[src/rtl/if_fetch_stage.sv]
// Instruction fetch stage: PC register, redirect handling and the IF/ID
// pipeline register. Stall has priority over jump, jump over branch, and
// branch over sequential fetch. Every redirect costs exactly one bubble.
module if_fetch_stage #(
    parameter logic [31:0] RESET_PC  = 32'h0000_0000,
    parameter logic [31:0] NOP_INSTR = 32'h0000_0013
) (
    input  logic        clk,
    input  logic        rst_n,
    input  logic        stall,
    input  logic        Branch,
    input  logic [31:0] branch_target,
    input  logic        jump,
    input  logic [31:0] jump_target,
    input  logic [31:0] imem_rdata,
    output logic [31:0] imem_addr,
    output logic [31:0] if_id_pc,
    output logic [31:0] if_id_pc4,
    output logic [31:0] if_id_instr,
    output logic        if_id_valid,
    output logic        misalign_err
);

    typedef enum logic {
        BOOT = 1'b0,
        RUN  = 1'b1
    } state_t;

    state_t      state;
    logic [31:0] pc;
    logic [31:0] pc_plus4;
    logic        redirect;
    logic [31:0] redirect_target;

    // Sequential successor and the selected redirect target (jump wins over branch)
    always_comb begin
        pc_plus4        = pc + 32'd4;
        redirect        = jump | Branch;
        redirect_target = jump ? jump_target : branch_target;
    end

    // PC, IF/ID register, sticky misalignment flag and BOOT/RUN state
    always_ff @(posedge clk or negedge rst_n) begin
        if (!rst_n) begin
            state        <= BOOT;
            pc           <= RESET_PC;
            if_id_pc     <= '0;
            if_id_pc4    <= '0;
            if_id_instr  <= NOP_INSTR;
            if_id_valid  <= 1'b0;
            misalign_err <= 1'b0;
        end else begin
            case (state)
                BOOT: begin
                    pc          <= RESET_PC;
                    if_id_instr <= NOP_INSTR;
                    if_id_valid <= 1'b0;
                    state       <= RUN;
                end
                default: begin
                    if (stall) begin
                        pc <= pc;
                    end else if (redirect) begin
                        pc          <= {redirect_target[31:2], 2'b00};
                        if_id_pc    <= pc;
                        if_id_pc4   <= pc_plus4;
                        if_id_instr <= NOP_INSTR;
                        if_id_valid <= 1'b0;
                        if (redirect_target[1:0] != 2'b00) begin
                            misalign_err <= 1'b1;
                        end
                    end else begin
                        pc          <= pc_plus4;
                        if_id_pc    <= pc;
                        if_id_pc4   <= pc_plus4;
                        if_id_instr <= imem_rdata;
                        if_id_valid <= 1'b1;
                    end
                end
            endcase
        end
    end

    assign imem_addr = pc;

endmodule

[config.mk]
export PLATFORM = sky130hd
export DESIGN_NAME = if_fetch_stage
export DESIGN_NICKNAME = d
export VERILOG_FILES = /design/src/rtl/if_fetch_stage.sv
export SDC_FILE = /design/constraint.sdc
export NUM_CORES = 1
export LEC_CHECK = 0
export ABC_AREA = 1
export CAP_MARGIN = 15
export CORE_MARGIN = 3
export CORE_UTILIZATION = 44
export DETAILED_ROUTE_END_ITERATION = 7
export PLACE_DENSITY = 0.84
export SETUP_SLACK_MARGIN = 0.15
export SYNTH_ARGS = -nofsm -noshare
export SYNTH_HDL_FRONTEND = slang
export SYNTH_SLANG_ARGS = --single-unit
[constraint.sdc]
create_clock -name clk -period 1.67 [get_ports clk]
set_input_delay 0.334 -clock clk [delete_from_list [all_inputs] [get_ports clk]]
set_output_delay 0.334 -clock clk [all_outputs]
set_load 0.01 [all_outputs]
# == Yosys cells after proc, flatten, opt, wreduce, memory -nomap -nowiden ==
# Cells that the tools add are included.
# op_classes
addsub,1
eq_ne,1
mux,10
bitwise_logic,2
reduce_logical,3
# op_table
cell,n
$mux W32,7
$add A32 B3 Y32 const B,1
$reduce_and A4 Y1,1
$mux W1,3
$ne A2 B2 Y1 const B,1
$reduce_and A2 Y1,1
$reduce_bool A2 Y1,1
$not A1 Y1,1
$or A1 B1 Y1,1
# word_totals
register_bits,131
inputBits,101

# == Longest topological paths before layout ==
# Gate-level depths: netlist of run 1.
# logic_depth
ltp_word,4
ltp_mapped,12
ltp_nobuf,12

# == Least setup slack after synthesis of run 1 ==
# Ideal clock, no wire load.
# synth_path
path_type,reg-to-reg
from,reg pc[2] (netlist: imem_addr[2])
to,reg pc[26] (netlist: imem_addr[26])
t_arrival_ns,1.485
required_time_ns,1.554
setup_slack_ns,0.069
stages_incl_launch_ff,13
cell_sequence,dfrtp_1 -> ha_1 -> nand2_1 -> nor2_2 -> nand2_2 -> nor2_4 -> nand2_2 -> nand2_2 -> nand2_1 -> nand2_1 -> nand2_1 -> nand2_1 -> nand2_1
# synth_via
elab_chain_cells,4
# synth_lines
element,line_no,rtl
start: declaration,30,logic [31:0] pc;
start signal: assignment,62,pc <= pc;
start signal: assignment,64,"pc <= {redirect_target[31:2], 2'b00};"
start signal: assignment,73,pc <= pc_plus4;
$add A32 B3 Y32,37,pc_plus4 = pc + 32'd4;
$mux W32,63,end else if (redirect) begin
$mux W32,61,if (stall) begin
$mux W32,53,case (state)
# Every way passes these cells. The select of a mux whose other input is x is not followed.
# A chain may end at the register's enable or synchronous reset.

# == Worst setup path after layout of run 1 ==
# layout_path
from,reg pc[3] (netlist: imem_addr[3])
to,reg pc[19] (netlist: imem_addr[19])
# The elaborated chain is that of the path after synthesis.

==> results of run 1 <==
-- worst max-delay path, stage by stage, from the launching register on --
cell and delay (ns):
dfrtp_1 0.39, buf_6 0.15, buf_4 0.11, nand3_2 0.11, nor2_4 0.17, nand2_4 0.12, o21ai_2 0.21, nand2_1 0.08
nand2_1 0.06, nand2_1 0.05, nand2_1 0.06, nand2_1 0.05
-- worst paths after layout --
path	endpoint	slack [ns]
max reg2reg	imem_addr[19]	0.02
max	imem_addr[19]	0.02
max in group asynchronous	imem_addr[28]	0.73
min in group clk	if_id_pc4[29]	0.47
min	if_id_pc4[7]	0.29
min reg2reg	if_id_pc4[29]	0.47
-- metrics by stage --
stage	instances	hold slack [ns]	TNS [ns]
detailed placement	1082	0.183	-0.903
global placement	1082	0.181	0
floorplan	678	0.0384	0
global route	1148	0.309	-0.531
finish	1148	0.294	0
CTS	1134	0.282	0
-- sequential cells by signal, summed over array words and instances (netlist names) --
register and count:
if_id_pc 30, if_id_instr 32, if_id_pc4 30, if_id_valid 1
imem_addr 30, misalign_err 1, state 1
-- synth_stat cells --
| cell type | n | share of area, % |
|---|---|---|
| a22oi_1 | 28 | 3.6 |
| o22a_1 | 3 | 0.45 |
| o211ai_1 | 2 | 0.26 |
| nor2_1 | 30 | 1.9 |
| xnor2_1 | 2 | 0.30 |
| xor2_2 | 1 | 0.28 |
| o21ai_1 | 1 | 0.085 |
| nand2_1 | 225 | 14 |
| o221ai_1 | 4 | 0.60 |
| nor3_1 | 3 | 0.26 |
| nor2_4 | 5 | 0.96 |
| buf_6 | 2 | 0.38 |
| ha_1 | 1 | 0.21 |
| a31oi_1 | 6 | 0.64 |
| xor2_1 | 11 | 1.6 |
| buf_2 | 7 | 0.60 |
| o21ai_2 | 1 | 0.15 |
| conb_1 | 2 | 0.13 |
| and2_1 | 1 | 0.11 |
| buf_4 | 6 | 0.77 |
| dfstp_2 | 3 | 1.3 |
| o21ai_0 | 56 | 4.8 |
| nand4_1 | 3 | 0.32 |
| inv_1 | 46 | 2.9 |
| clkbuf_1 | 21 | 1.3 |
| a2bb2oi_1 | 6 | 0.89 |
| a22o_1 | 29 | 4.3 |
| buf_1 | 2 | 0.13 |
| nand3_1 | 28 | 2.4 |
| o41ai_1 | 1 | 0.15 |
| nor3_2 | 2 | 0.34 |
| nand2_2 | 7 | 0.75 |
| nor2_2 | 6 | 0.64 |
| dfrtp_1 | 122 | 52 |
-- area by class of cell --
class                   instances  area [sq um]
clock inverters                 6           105
well taps                     172           215
fillers                       854          3070
multi-input cells             469          2750
repair buffers                305          2850
flip-flops and latches        125          3150
clock buffers                  25           515
inverters                      46           173
-- metal layers --
metal	up-vias	part of all wire, %	wire length [microns]
met1	2999	36	7940
met3	68	10	2290
met4	0	3.4	749
li1	2796	-	-
met2	425	50	10900
met5	-	0	0
-- timing repair --
item | in CTS | in global routing
resized for setup | 200 | 93
gates cloned | 0 | 0
setup endpoints to repair | 150 | 54
setup buffers | 20 | 14
hold endpoints to repair | 8 | 0
pin swaps | 21 | 33
hold buffers | 1 | 0
-- kinds of logic after synthesis --
logic type	after synthesis	share of synthesized area, %
AND/OR/NAND/NOR	310	22.1
other	2	0.128
adder cells (fa/ha/maj)	1	0.213
AO/OA/AOI/OAI	137	15.9
XOR/XNOR	14	2.22
flip-flops	125	53.3
buffers and inverters	84	6.16
-- power by group --
| group | switching (mW) | total, mW | internal [mW] |
|---|---|---|---|
| Clock | 1.32 | 3.89 | 2.57 |
| Sequential | 0.150 | 3.40 | 3.25 |
| Combinational | 0.746 | 1.48 | 0.733 |
| Total | 2.22 | 8.76 | 6.55 |
==> qor.yml, run 1 <==
critical_path:
  reg2reg_depth: 11
  required_ns: 1.98
  crit_path_end_kind: "flop"
  worstSetupStartpointType: "flop"
  timing.rr.start: "imem_addr[3]"
  startpoint: "imem_addr[3]"
  worstSetupPathType: "flop to flop"
  crit_fanout: 4
  arrival_ns: 1.96
sta:
  max_freq_ghz: 0.606
  clock-skew-final_ns: 0.00707
  setup_slack_ns: 0.0205
  fin_crit_ns: 1.65
  rsz0062_at_grt: "true"
  setup_viol: 0
  fin_crit_sh_pct: 98.8
  hold_viol: 0
  drv_slew: 0
clock_tree:
  clock-sinks: 125
  clock_path_buffers: 2
  cts_tree: "done"
  clkTransAtPathRegs_ns: 0.05
  ctsHtreeMaxLevel: 4
  clock-root-buffer: "clkbuf_16"
  insertion_delay_ns: 0.42
  cts_made_buffers: 17
floorplan:
  die_h_microns: 122
  ioPinCount: 231
  coreArea_sq_mm: 0.0128
  fp.dieW_microns: 122
  fp.dieArea_sq_mm: 0.0148
  rows: 41
  start_util_pct: 45.8
synthesis:
  ys_types: 34
  syn_avg_cell_area_sq_um: 8.72
  yosysWarnings: 0
  syn_inst: 673
  synth-seq-cells: 125
  ys_seq_area_share_pct: 53.3
  synth_area_sq_mm: 0.00587
cells_and_area:
  final_util_pct: 76.1
  final_cell_mix: "205 x nand2_1, 110 x dfrtp_1, 103 x dlygate4sd2_1"
  drive_gt1_share_pct: 22.8
  nets: 1066
  diodes: 0
  finalInstanceArea_sq_mm: 0.00975
  area_delta_synth_final_pct: 66.1
  final_common_cell: "nand2_1"
global_route:
  globalRoute.totalOverflow: 0
  grt.total_usage_pct: 27.9
  grt_pass1_wl_mm: 31.8
  grt_pass1_vias: 6079
  met3_usage_pct: 9.98
  top_usage_layer: "met2"
  met2_usage_pct: 46.3
  grt_util_met1_pct: 34.1
  antenna_found_initial: 0
  grt_max_degree: 74
power_and_ir_drop:
  irDropWorstVdd_v: 0.000562
  finalPower_mw: 8.76
  leakage_nw: 4.94
  cellPowerDensity_mw_per_mm2: 899
placement:
  place.gp.congestion: 0.862
  post_dp_cell_area_sq_mm: 0.00866
  dpl.hpwl_mm: 14.3
  io_buffers: 224
  dpl_worst_slack_ns: -0.0692
run_status:
  status: "completed"
route:
  wl_per_cell_microns: 19.1
  drc: 0
  vias_per_cell: 5.48
  firstDrtPassIters: 7
  drtIter0Drc: 629
  ant_nets: 0
  vias: 6288
  drt-total-wl_mm: 21.9
flow_run:
  cap_violations: 0
hold_path:
  hp-class: "input pin to asynchronous set/reset pin"
(Power assumes the default switching activity.)
==> run 2, diff against run 1 <==
Settings changed: SKIP_CTS_REPAIR_TIMING from default to 1.
==> run 2 against run 1 <==
Compared with the run above: the run now ends with setup timing left; register-to-register slack got worse by 0.09 ns; clock power about the same; combinational power grew 7%; power up 1.8%; wire length up 6.1%; via count increased by 0.89%; die area is the same; sequential power about the same; critical path depth did not move; final cell count down 0.26%; non-clock buffer count down 3; largest power group unchanged.
==> qor.yml, run 2 (synthesis results as in run 1) <==
run_status:
  status: "finished, violations left"
  violations: "setup timing"
critical_path:
  worstSetupPathType: "flop to flop"
  crit_path_end_kind: "flop"
  worstSetupStartpointType: "flop"
  timing.rr.start: "imem_addr[7]"
  crit_fanout: 5  # +1
  reg2reg_depth: 11  # unchanged
  path_common_cell: "nand2_1"
  arrival_ns: 2.05  # +0.09 ns
  required_ns: 1.98  # about the same
  cpPeakStageDelay_ns: 0.41  # +0.02 ns
  r2r-end: "imem_addr[22]"
  cp_slowest_cell: "dfrtp_2"
  rrSetupSlack_ns: -0.07  # -0.09 ns
  cp_top_family: "simple AND/OR/NAND/NOR gates"
  path_cells: "nand2_1 > nor2_4 > nand2_4 > nor2_4 > nand2_1 > nand2_1 > nand2_1 > nand2_1 > nand2_1 > nand2_1 > nand2_1"
  cp_num_buf_inv: 0  # -2
  crit_cells: 11  # unchanged
route:
  wl_per_cell_microns: 20.3  # +6.4%
  vias_per_cell: 5.54  # +1.2%
  vias: 6344  # +0.89%
  drtIter0Drc: 650  # +3.3%
  ant_nets: 0  # unchanged
  drc: 0  # unchanged
  firstDrtPassIters: 5  # -2
  drt-total-wl_mm: 23.2  # +6.1%
sta:
  setup_slack_ns: -0.0718  # -0.0923 ns
  clock-skew-final_ns: 0.0169  # +0.00986 ns
  drv_slew: 0  # unchanged
  rsz0062_at_grt: "true"
  setup_viol: 8  # +8
  fin_crit_ns: 1.74  # +0.0923 ns
  setup_tns_ns: -0.337  # -0.337 ns
  hold_viol: 0  # unchanged
  worst_hold_slack_ns: 0.290  # -0.00397 ns
  max_freq_ghz: 0.574  # -5.3%
  fin_crit_sh_pct: 104  # +5.5 points
power_and_ir_drop:
  seq_power_share_pct: 38.4  # -0.4 points
  intPower_mw: 6.65  # +1.6%
  cellPowerDensity_mw_per_mm2: 861  # -4.1%
  leakage_nw: 6.38  # +29%
  clockPowerShare_pct: 43.8  # -0.6 points
  switching_share_pct: 25.4  # +0.14 points
  power.switching_mw: 2.27  # +2.3%
  power_frac_comb_pct: 17.8  # +0.9 points
  irDropWorstVdd_v: 0.000547  # -2.6%
cells_and_area:
  final_cell_mix: "202 x nand2_1, 118 x dlymetal6s2s_1, 105 x dfrtp_1"
  regMostFlops: "if_id_instr"
  diodes: 0  # unchanged
  drive_gt1_share_pct: 23.2  # +0.38 points
  fillers: 706  # -17%
  area_delta_synth_final_pct: 76.3
  largest_reg_flops: 32  # unchanged
  nets: 1063  # -0.28%
  final_common_cell: "nand2_1"
clock_tree:
  ctsHtreeMaxLevel: 4  # unchanged
  cts_made_buffers: 17  # unchanged
  clkTransAtPathRegs_ns: 0.06  # about the same
  clock-root-buffer: "clkbuf_16"
  clock-sinks: 125  # unchanged
  clock_path_buffers: 2  # unchanged
  insertion_delay_ns: 0.43  # about the same
  cts_tree: "done"
floorplan:
  fp.dieW_microns: 122  # unchanged
  rows: 41  # unchanged
  coreArea_sq_mm: 0.0128  # unchanged
  ioPinCount: 231  # unchanged
  fp.dieArea_sq_mm: 0.0148  # unchanged
  start_util_pct: 45.8  # unchanged
  die_h_microns: 122  # unchanged
global_route:
  grt_max_degree: 74  # unchanged
  grt.total_usage_pct: 26.9  # -0.97 points
  met3_usage_pct: 9.09  # -0.89 points
  globalRoute.totalOverflow: 0  # unchanged
  top_usage_layer: "met2"
  antenna_found_initial: 0  # unchanged
  grt_pass1_vias: 5893  # -3.1%
  grt_pass1_wl_mm: 30.7  # -3.4%
  met2_usage_pct: 43.9  # -2.4 points
  grt_util_met1_pct: 34.1  # -0.041 points
placement:
  place.gp.congestion: 0.862  # unchanged
  dpl_worst_slack_ns: -0.0692  # unchanged
  io_buffers: 224  # unchanged
  dpl.hpwl_mm: 14.3  # unchanged
flow_run:
  cap_violations: 0  # unchanged
hold_path:
  hp-class: "input pin to asynchronous set/reset pin"
==> run 2: changes by cell type in the layout (fill, tap and decap cells not counted), sizes merged <==
cell | before | now
buf | 93 | 84
clkbuf | 28 | 25
clkdlybuf4s15 | 6 | 0
dlygate4sd2 | 103 | 0
dlymetal6s2s | 0 | 118
==> run 2: cell type report <==
| type | count | area [sq um] | area share, % |
|---|---|---|---|
| timing repair buffer | 302 | 3360 | 32.5 |
| sequential | 125 | 3150 | 30.4 |
| multi-input combinational | 469 | 2830 | 27.3 |
| clock buffer | 25 | 515 | 4.98 |
| tap | 172 | 215 | 2.08 |
| inverter | 46 | 173 | 1.67 |
| clock inverter | 6 | 105 | 1.01 |
==> run 2: stage by stage <==
step | util, % | power (mW) | area (sq um) | instances
2_1_floorplan | - | 3.93 | 5890 | 678
3_3_place_gp | 67.5 | 4.91 | 8660 | 1082
3_5_place_dp | 67.5 | 4.93 | 8660 | 1082
4_1_cts | 72.4 | 8.80 | 9280 | 1113
5_1_grt | 80.7 | 9.21 | 10400 | 1145
6_report | 80.7 | 8.92 | 10400 | 1145
==> run 2: power by group through the flow <==
stage | clock network, mW | registers (mW) | logic, mW
6_report | 3.90 | 3.43 | 1.59
4_1_cts | 3.91 | 3.41 | 1.49
2_1_floorplan | 0 | 3.53 | 0.399
3_3_place_gp | 0 | 3.45 | 1.46
5_1_grt | 4.07 | 3.44 | 1.70
3_5_place_dp | 0 | 3.45 | 1.48
==> run 2: how the worst max path moves through the flow <==
| stage | slack, ns | from | end |
|---|---|---|---|
| detailed placement | -0.07 | jump | imem_addr[9] |
| finish | -0.07 | imem_addr[7] | imem_addr[22] |
| global route | -0.14 | imem_addr[7] | imem_addr[26] |
| floorplan | 0.13 | imem_addr[3] | imem_addr[26] |
| global placement | 0.003 | jump | imem_addr[20] |
| CTS | -0.20 | imem_addr[4] | imem_addr[4] |
==> run 2: per-layer routing <==
layer  routed length (microns)  up-vias  share of wire, %
li1                          -     2797                 -
met1                      8350     3062                36
met2                     11800      406                51
met3                      2280       79               9.8
met4                       769        0               3.3
met5                         0        -                 0
